**config.mk**
```make
export PLATFORM = sky130hd
export DESIGN_NAME = tick_rr_scheduler
export DESIGN_NICKNAME = d
export VERILOG_FILES = /design/src/rtl/tick_rr_scheduler.sv
export SDC_FILE = /design/constraint.sdc
export NUM_CORES = 1
export LEC_CHECK = 0
export BUFFER_PORTS_ARGS = -buffer_cell sky130_fd_sc_hd__buf_2
export CELL_PAD_IN_SITES_DETAIL_PLACEMENT = 1
export CELL_PAD_IN_SITES_GLOBAL_PLACEMENT = 1
export CORE_MARGIN = 2
export CORE_UTILIZATION = 37
export CTS_BUF_LIST = sky130_fd_sc_hd__clkbuf_16
export DETAILED_ROUTE_END_ITERATION = 8
export GPL_TIMING_DRIVEN = 0
export PLACE_DENSITY = 0.75
export SLEW_MARGIN = 20
export SYNTH_ARGS = -nofsm -noshare
export SYNTH_HDL_FRONTEND = slang
export SYNTH_SLANG_ARGS = --single-unit
```
**constraint.sdc**
```tcl
create_clock -name clk -period 2.15 [get_ports clk]
set_input_delay 0.1075 -clock clk [delete_from_list [all_inputs] [get_ports clk]]
set_output_delay 0.1075 -clock clk [all_outputs]
set_load 0.01 [all_outputs]
```
**src/rtl/tick_rr_scheduler.sv**
```systemverilog
// Divide-by-N tick generator with a round-robin grant of each tick among N_REQ requesters.
// Optional macro DIV_SYNC_RESTART_EN: apply an accepted divisor at once instead of at the period boundary.
module tick_rr_scheduler #(
  parameter int N_REQ   = 4,
  parameter int DIV_W   = 4,
  parameter int DIV_RST = 3
) (
  input  logic                     clk,
  input  logic                     reset,
  input  logic                     cfg_valid,
  input  logic [DIV_W-1:0]         cfg_div,
  output logic                     cfg_ready,
  input  logic [N_REQ-1:0]         req,
  output logic                     tick,
  output logic [N_REQ-1:0]         gnt,
  output logic                     gnt_valid,
  output logic [$clog2(N_REQ)-1:0] gnt_id,
  output logic [DIV_W-1:0]         cur_div
);

  localparam int ID_W = $clog2(N_REQ);

  logic [DIV_W-1:0] cnt_reg, cnt_next;
  logic [DIV_W-1:0] div_reg, div_next;
  logic             pend_reg, pend_next;
  logic [ID_W-1:0]  ptr_reg, ptr_next;
  logic [ID_W-1:0]  sel_id;
  logic             sel_found;
  logic             wrap;
  logic             accept;
  logic [DIV_W-1:0] cfg_div_norm;

  assign tick         = (cnt_reg == '0);
  assign wrap         = (cnt_reg == div_reg - DIV_W'(1));
  assign cfg_div_norm = (cfg_div == '0) ? DIV_W'(1) : cfg_div;
  assign cfg_ready    = reset & ~pend_reg;
  assign accept       = cfg_valid & cfg_ready;
  assign cur_div      = div_reg;

  // State register
  always_ff @(posedge clk) begin
    if (!reset) begin
      cnt_reg  <= '0;
      div_reg  <= DIV_W'(DIV_RST);
      pend_reg <= 1'b0;
      ptr_reg  <= '0;
    end else begin
      cnt_reg  <= cnt_next;
      div_reg  <= div_next;
      pend_reg <= pend_next;
      ptr_reg  <= ptr_next;
    end
  end

`ifdef DIV_SYNC_RESTART_EN
  // Immediate restart: a new divisor starts a fresh period on the accept edge.
  always_comb begin
    cnt_next  = wrap ? '0 : cnt_reg + DIV_W'(1);
    div_next  = div_reg;
    pend_next = 1'b0;
    if (accept) begin
      div_next = cfg_div_norm;
      cnt_next = '0;
    end
  end
`else
  logic [DIV_W-1:0] pend_div_reg, pend_div_next;

  always_ff @(posedge clk) begin
    if (!reset) begin
      pend_div_reg <= DIV_W'(DIV_RST);
    end else begin
      pend_div_reg <= pend_div_next;
    end
  end

  // Accept and apply never coincide: accept needs pend=0, apply needs pend=1.
  always_comb begin
    cnt_next      = wrap ? '0 : cnt_reg + DIV_W'(1);
    div_next      = div_reg;
    pend_next     = pend_reg;
    pend_div_next = pend_div_reg;
    if (wrap && pend_reg) begin
      div_next  = pend_div_reg;
      pend_next = 1'b0;
    end
    if (accept) begin
      pend_next     = 1'b1;
      pend_div_next = cfg_div_norm;
    end
  end
`endif

  // Search requesters starting at ptr, wrapping modulo N_REQ.
  always_comb begin
    logic [ID_W:0] sum;
    sel_found = 1'b0;
    sel_id    = '0;
    sum       = '0;
    for (int i = 0; i < N_REQ; i++) begin
      sum = {1'b0, ptr_reg} + (ID_W+1)'(i);
      if (sum >= (ID_W+1)'(N_REQ)) begin
        sum = sum - (ID_W+1)'(N_REQ);
      end
      if (!sel_found && req[ID_W'(sum)]) begin
        sel_found = 1'b1;
        sel_id    = ID_W'(sum);
      end
    end
  end

  assign gnt_valid = reset & tick & sel_found;
  assign gnt_id    = gnt_valid ? sel_id : '0;

  generate
    for (genvar gi = 0; gi < N_REQ; gi++) begin : g_gnt
      assign gnt[gi] = gnt_valid && (gnt_id == ID_W'(gi));
    end
  endgenerate

  always_comb begin
    ptr_next = ptr_reg;
    if (gnt_valid) begin
      ptr_next = (gnt_id == ID_W'(N_REQ-1)) ? '0 : gnt_id + ID_W'(1);
    end
  end

endmodule
```
==> results.toml, run 1 <==
[run_status]
status = "completed"

[synth]
synth_most_common_cell = "dfxtp_1"
yosys-top-cells-area = "dfxtp_1 33%, ha_1 9.7%, mux2i_1 8.9%"
yosysWarnings = 0
ys_dominant_reg_cell = "dfxtp_1"
synthDominantCellAreaShare_pct = 33.38
ys_async_sr_fraction_pct = 0
synth_seq_area_share_pct = 33.38
syn_area_um2 = 899.6
syn_inst = 101
post_synth_edffs = 0
syn_area_per_cell_um2 = 8.907
net_count_after_synthesis = 119
yosysUniqueCellTypes = 31
netlist.top_cell.by_area = "dfxtp_1"
post_synth_most_frequent_cells = "15 x dfxtp_1, 11 x nand2_1, 10 x inv_1"
post_synthesis_register_bit_count = 15

[place]
place.detailed.hpwl_um = 1680
placement.io_buffers = 22
routabilityCongestion = 0.7186
dpl_cell_area_um2 = 1045
post-place-ws_ns = 0.1929

[global_routing]
antenna_violations_before_repair = 0
grt_start_max_net_pins = 11
grtUsageTotal_pct = 17.83
globalRouteOverflowTotal = 0
grt_first_pass_wirelength_um = 3532
first_global_vias = 801

[floorplan]
core-area_um2 = 2255
initial_utilization_pct = 39.90
die_area_um2 = 2842
ios = 24
fp.dieW_um = 53.31
row_count = 17
floorplan.die.height_um = 53.31

[timing]
post-route-worst-setup-slack_ns = 0.1042
finClkSkew_ns = 0.002750
achievable-frequency_ghz = 0.4888
timing.max_slew.rel_slack_pct = 69.50
finalCriticalPeriod_ns = 2.046
setup_viol = 0
timing.final.crit_share_pct = 95.15
final.setup.tns_ns = 0
timing_max_transition_violations_final = 0
timing_worst_slew_pin_value_ns = 0.4527
final-hold-violation-count = 0

[hold_path]
hold_path.startpoint = "cfg_valid"
class_of_the_tightest_hold_or_removal_check = "in2reg"
hold_path_end = "pend_reg"
worst_hold_path.num_cells = 2

[clock_network]
cts_setup_buffers = 0
cts_made_buffers = 3
clk_transition_reported_paths_ns = 0.05
max-clock-path-buffers = 2
clock_tree.htree_level_count = 1
cts_num_sinks = 15
clockRootBuffer = "clkbuf_16"
cts_tree = "built"
clkLatencyLatePin_ns = 0.25

[routing]
drt-vias-per-instance = 4.903
drt_wl_total_um = 2078
antenna_left = 0
violation_count_after_the_first_detailed_routing_iteration = 0
dr_total_vias = 760
detail_route.wl_per_cell_um = 13.41
drt-pass1-iter-count = 1
total_drc_errors_in_the_routed_layout = 0

[setup_path]
crit-reg2reg-capture = "cur_div[3]"
slowest_delay_ns = 0.37
critical_path.reg2reg.startpoint = "cur_div[0]"
worst_path_most_repeated_cell = "ha_1"
cp_data_arrival_time_ns = 1.94
timing.critical_path.cells = "inv_1 > ha_1 > nor3b_2 > and3_1 > buf_4 > and2_4 > ha_1 > and2_1 > buf_2"
critPathKind = "reg2out"
timing.critical_path.required_ns = 2.04
worst_r2r_path_depth = 7
worst_setup_path_start_kind = "register"
worst-path-max-fanout = 10
r2r_slack_ns = 0.35
end_kind = "output port"
critical-path-slowest-cell = "dfxtp_4"

[finish]
insertedDiodeCount = 0
final_design_area_no_fill_um2 = 1159
final_net_count = 146
final_core_util_pct = 51.39
post_route_cells_drive_above_1_share_pct = 29.92
layout_stage_area_growth_over_the_synthesis_result_pct = 28.79

[job]
timing.max_cap.violations = 0

[power]
clockPowerShare_pct = 36.6
power_per_cell_area_nw_per_um2 = 864.6
p_sw_share_pct = 29.99
net-switching-power_mw = 0.3004
vdd_drop_max_uv = 691.0
power.combinational.fraction_pct = 28.0
power_report.internal_total_mw = 0.7013
power_leakage_nw = 0.6042
sequentialPowerShare_pct = 35.4
[worst max path at each step]
stage                           from      to  slack (ns)
after CTS                 cnt_reg[1]  gnt[1]        0.03
after detailed placement  ptr_reg[1]  gnt[2]        0.19
final                     cnt_reg[0]  gnt[1]        0.10
after global placement    ptr_reg[1]  gnt[0]        0.25
after global routing      cnt_reg[0]  gnt[3]      -0.009
after floorplan           cnt_reg[0]  gnt[1]        0.22
[what timing repair did]
action,CTS,global route
setup endpoints to repair,4,4
hold buffers,0,0
gates resized for setup,3,7
[critical path: cells and delay by family, from the launching register on]
| kind | cells | cell delay [ns] |
|---|---|---|
| buffers and inverters | 3 | 0.35 |
| DFF | 1 | 0.37 |
| and+or+nand+nor | 4 | 0.61 |
| adders and majority gates | 2 | 0.37 |
[power by group through the flow]
stage	sequential, mW	combinational [mW]	clock, mW
floorplan	0.344	0.177	0
CTS	0.351	0.265	0.377
detailed placement	0.356	0.255	0
global route	0.361	0.318	0.388
finish	0.354	0.280	0.367
global placement	0.354	0.236	0
[layout by cell type, fill, tap and decap left out, drive strengths merged]
master | Yosys | routed
nor3b | 1 | 1
clkinv | 0 | 1
o22ai | 1 | 1
ha | 7 | 7
nor2 | 5 | 5
clkbuf | 1 | 4
a221oi | 1 | 1
xnor2 | 3 | 3
nand2b | 1 | 1
mux2i | 8 | 8
and3 | 1 | 1
o21ai | 3 | 3
and2 | 5 | 5
inv | 10 | 10
buf | 4 | 26
o221ai | 1 | 1
nor3 | 2 | 2
or4 | 1 | 1
nor2b | 4 | 4
xnor3 | 1 | 1
mux2 | 1 | 1
or3 | 1 | 1
nand3 | 3 | 3
and2b | 4 | 4
a21oi | 2 | 2
o211a | 1 | 1
dfxtp | 15 | 15
xor2 | 3 | 3
nand2 | 11 | 11
[per-stage QoR]
| step | hold slack [ns] | power (mW) | std cells |
|---|---|---|---|
| CTS | 0.08981 | 0.9931 | 155 |
| floorplan | 0.2343 | 0.5214 | 101 |
| global route | 0.1148 | 1.066 | 155 |
| global placement | 0.3374 | 0.5904 | 151 |
| detailed placement | 0.3511 | 0.6109 | 151 |
| finish | 0.09104 | 1.002 | 155 |
[area by class of cell]
cell class | instances | area (um2)
multi-input cells | 71 | 548.0
clock buffers | 3 | 75.07
fillers | 287 | 1096
repair buffers | 22 | 110.1
well taps | 28 | 35.03
plain buffers | 5 | 41.29
clock inverters | 1 | 5.005
inverters | 10 | 37.54
flip-flops and latches | 15 | 306.5
[cells by family after synthesis]
group,after synthesis,synth area share (%)
DFF,15,33.38
adders and majority gates,7,9.735
AOI/OAI and AO/OA,9,6.537
muxes,9,10.15
buffers and inverters,15,8.484
and+or+nand+nor,39,23.37
xor gates and xnor gates,7,8.346
[routing by layer]
metal  wire length (um)  global-route usage (%)  up-vias
li1                   -                       -      379
met3                 96                   4.237        5
met2               1091                   32.92       19
met1                839                   17.84      357
met4                 51                   10.26        0
met5                  0                       0        -
Power figures use the tool's default switching activity.
==> inputs of run 2 (changes only) <==
REMOVE_ABC_BUFFERS = 1   (was unset)
==> run 2 against run 1 <==
Compared with the run above:
- global-route usage decreased by 1.6 points
- first-iteration DRC count increased by 1
- clock-buffer cell count unchanged
- routed wire length decreased by 3.8%
- utilization increased by 0.11 points
- cell area increased by 0.22%
- clock power decreased by 2%
- hold slack improved by 0.0091 ns
- register-to-register slack about the same
- critical path type unchanged
- highest routed layer unchanged
==> results.toml, run 2 (synthesized netlist as in run 1, its figures left out) <==
[run_status]
status = "completed"

[routing]
violation_count_after_the_first_detailed_routing_iteration = 1
drt_wl_total_um = 1999
detail_route.wl_per_cell_um = 12.90
dr_total_vias = 757
total_drc_errors_in_the_routed_layout = 0
drt-pass1-iter-count = 2
antenna_left = 0
drt-vias-per-instance = 4.884

[clock_network]
clock_tree.htree_level_count = 1
cts_num_sinks = 15
clkLatencyLatePin_ns = 0.24
cts_made_buffers = 3
cts_tree = "built"
max-clock-path-buffers = 2
clk_transition_reported_paths_ns = 0.05
clockRootBuffer = "clkbuf_16"

[job]
timing.max_cap.violations = 0

[place]
place.detailed.hpwl_um = 1519
placement.io_buffers = 23
routabilityCongestion = 0.7045
dpl_cell_area_um2 = 1011

[timing]
timing_max_transition_violations_final = 0
hold-worst-slack_ns = 0.1002
timing.max_slew.rel_slack_pct = 72.19
finClkSkew_ns = 0.002074
timing_worst_slew_pin_value_ns = 0.4128
final-hold-violation-count = 0
timing.final.crit_share_pct = 95.45
finalCriticalPeriod_ns = 2.052
achievable-frequency_ghz = 0.4873
setup_viol = 0

[floorplan]
die_area_um2 = 2842
ios = 24
initial_utilization_pct = 39.90
floorplan.die.height_um = 53.31
core-area_um2 = 2255
row_count = 17
fp.dieW_um = 53.31

[setup_path]
cp_data_arrival_time_ns = 1.94
critPathKind = "reg2out"
worst_r2r_path_depth = 6
worst_setup_path_start_kind = "register"
timing.critical_path.required_ns = 2.04
worst-path-max-fanout = 5
end_kind = "output port"

[hold_path]
worst_hold_path.num_cells = 3
class_of_the_tightest_hold_or_removal_check = "in2reg"

[global_routing]
antenna_violations_before_repair = 0
globalRouteOverflowTotal = 0
grt_start_max_net_pins = 19
grtUsageTotal_pct = 16.24
grt_first_pass_wirelength_um = 3298
first_global_vias = 784

[finish]
post_route_cells_drive_above_1_share_pct = 32.28
layout_stage_area_growth_over_the_synthesis_result_pct = 29.07
mostFrequentLayoutCell = "buf_2"
final_core_util_pct = 51.50
insertedDiodeCount = 0
final_net_count = 146
final_design_area_no_fill_um2 = 1161
nFillCells = 286
layout.cells.most_common_list = "23 x buf_2, 12 x dfxtp_1, 11 x nand2_1"

[power]
sequentialPowerShare_pct = 35.0
clockPowerShare_pct = 35.4
net-switching-power_mw = 0.2970
power_report.internal_total_mw = 0.7152
power_per_cell_area_nw_per_um2 = 871.7
p_sw_share_pct = 29.34
power.combinational.fraction_pct = 29.6
vdd_drop_max_uv = 574.4
power_leakage_nw = 0.6049
-- run 2: changes by cell type in the layout (fill, tap and decap cells not counted), sizes merged --
cell and change:
buf +1, clkbuf -1
-- run 2: worst max-delay path, stage by stage, from the launching register on --
cell     delay [ns]
dfxtp_2        0.37
inv_1          0.05
ha_1           0.19
nor3b_2        0.16
and3_4         0.21
buf_4          0.14
and2_4         0.14
ha_1           0.19
and2_1         0.13
buf_2          0.13
-- run 2: routing by layer --
layer | share of wire [%] | routed length, um | track usage, %
met5 | 0 | 0 | 0
met4 | 1.6 | 31 | 7.692
met3 | 3.2 | 64 | 2.542
met2 | 54 | 1087 | 30.66
met1 | 41 | 815 | 17.12
-- run 2: path summary, 6_finish.rpt --
path                   start         endpoint  slack (ns)
min reg2reg  pend_div_reg[3]       cur_div[3]        0.46
min               cfg_div[1]  pend_div_reg[1]        0.10
max reg2reg       cur_div[0]       cur_div[2]        0.35
max               cnt_reg[0]           gnt[3]         0.1
-- run 2: per-stage QoR --
step                std cells  power [mW]  setup slack [ns]  setup TNS, ns
floorplan                  96      0.5065           0.05948              0
global placement          147      0.5791           0.07174              0
detailed placement        147      0.5977          -0.01210       -0.01317
CTS                       151      0.9873          0.006565              0
global route              155       1.075         -0.006920      -0.007268
finish                    155       1.012           0.09784              0
-- run 2: area by class of cell --
class,count,area (um2),share of cell area (%)
multi-input cells,71,559.3,48.17
repair buffers,27,145.1,12.50
clock buffers,3,75.07,6.466
well taps,28,35.03,3.017
clock inverters,1,5.005,0.4310
inverters,10,37.54,3.233
flip-flops and latches,15,304.0,26.19
-- run 2: power by group through the flow --
| stage | Combinational [mW] | Sequential (mW) | Clock, mW |
|---|---|---|---|
| 6_report | 0.300 | 0.354 | 0.358 |
| 5_1_grt | 0.339 | 0.360 | 0.376 |
| 4_1_cts | 0.269 | 0.351 | 0.367 |
| 3_5_place_dp | 0.243 | 0.355 | 0 |
| 3_3_place_gp | 0.227 | 0.352 | 0 |
| 2_1_floorplan | 0.162 | 0.344 | 0 |
-- run 2: what timing repair did --
item,CTS,global route
resized for setup,6,4
hold buffers,0,0
setup buffers,0,4
setup endpoints to repair,5,4
pin swaps,0,2
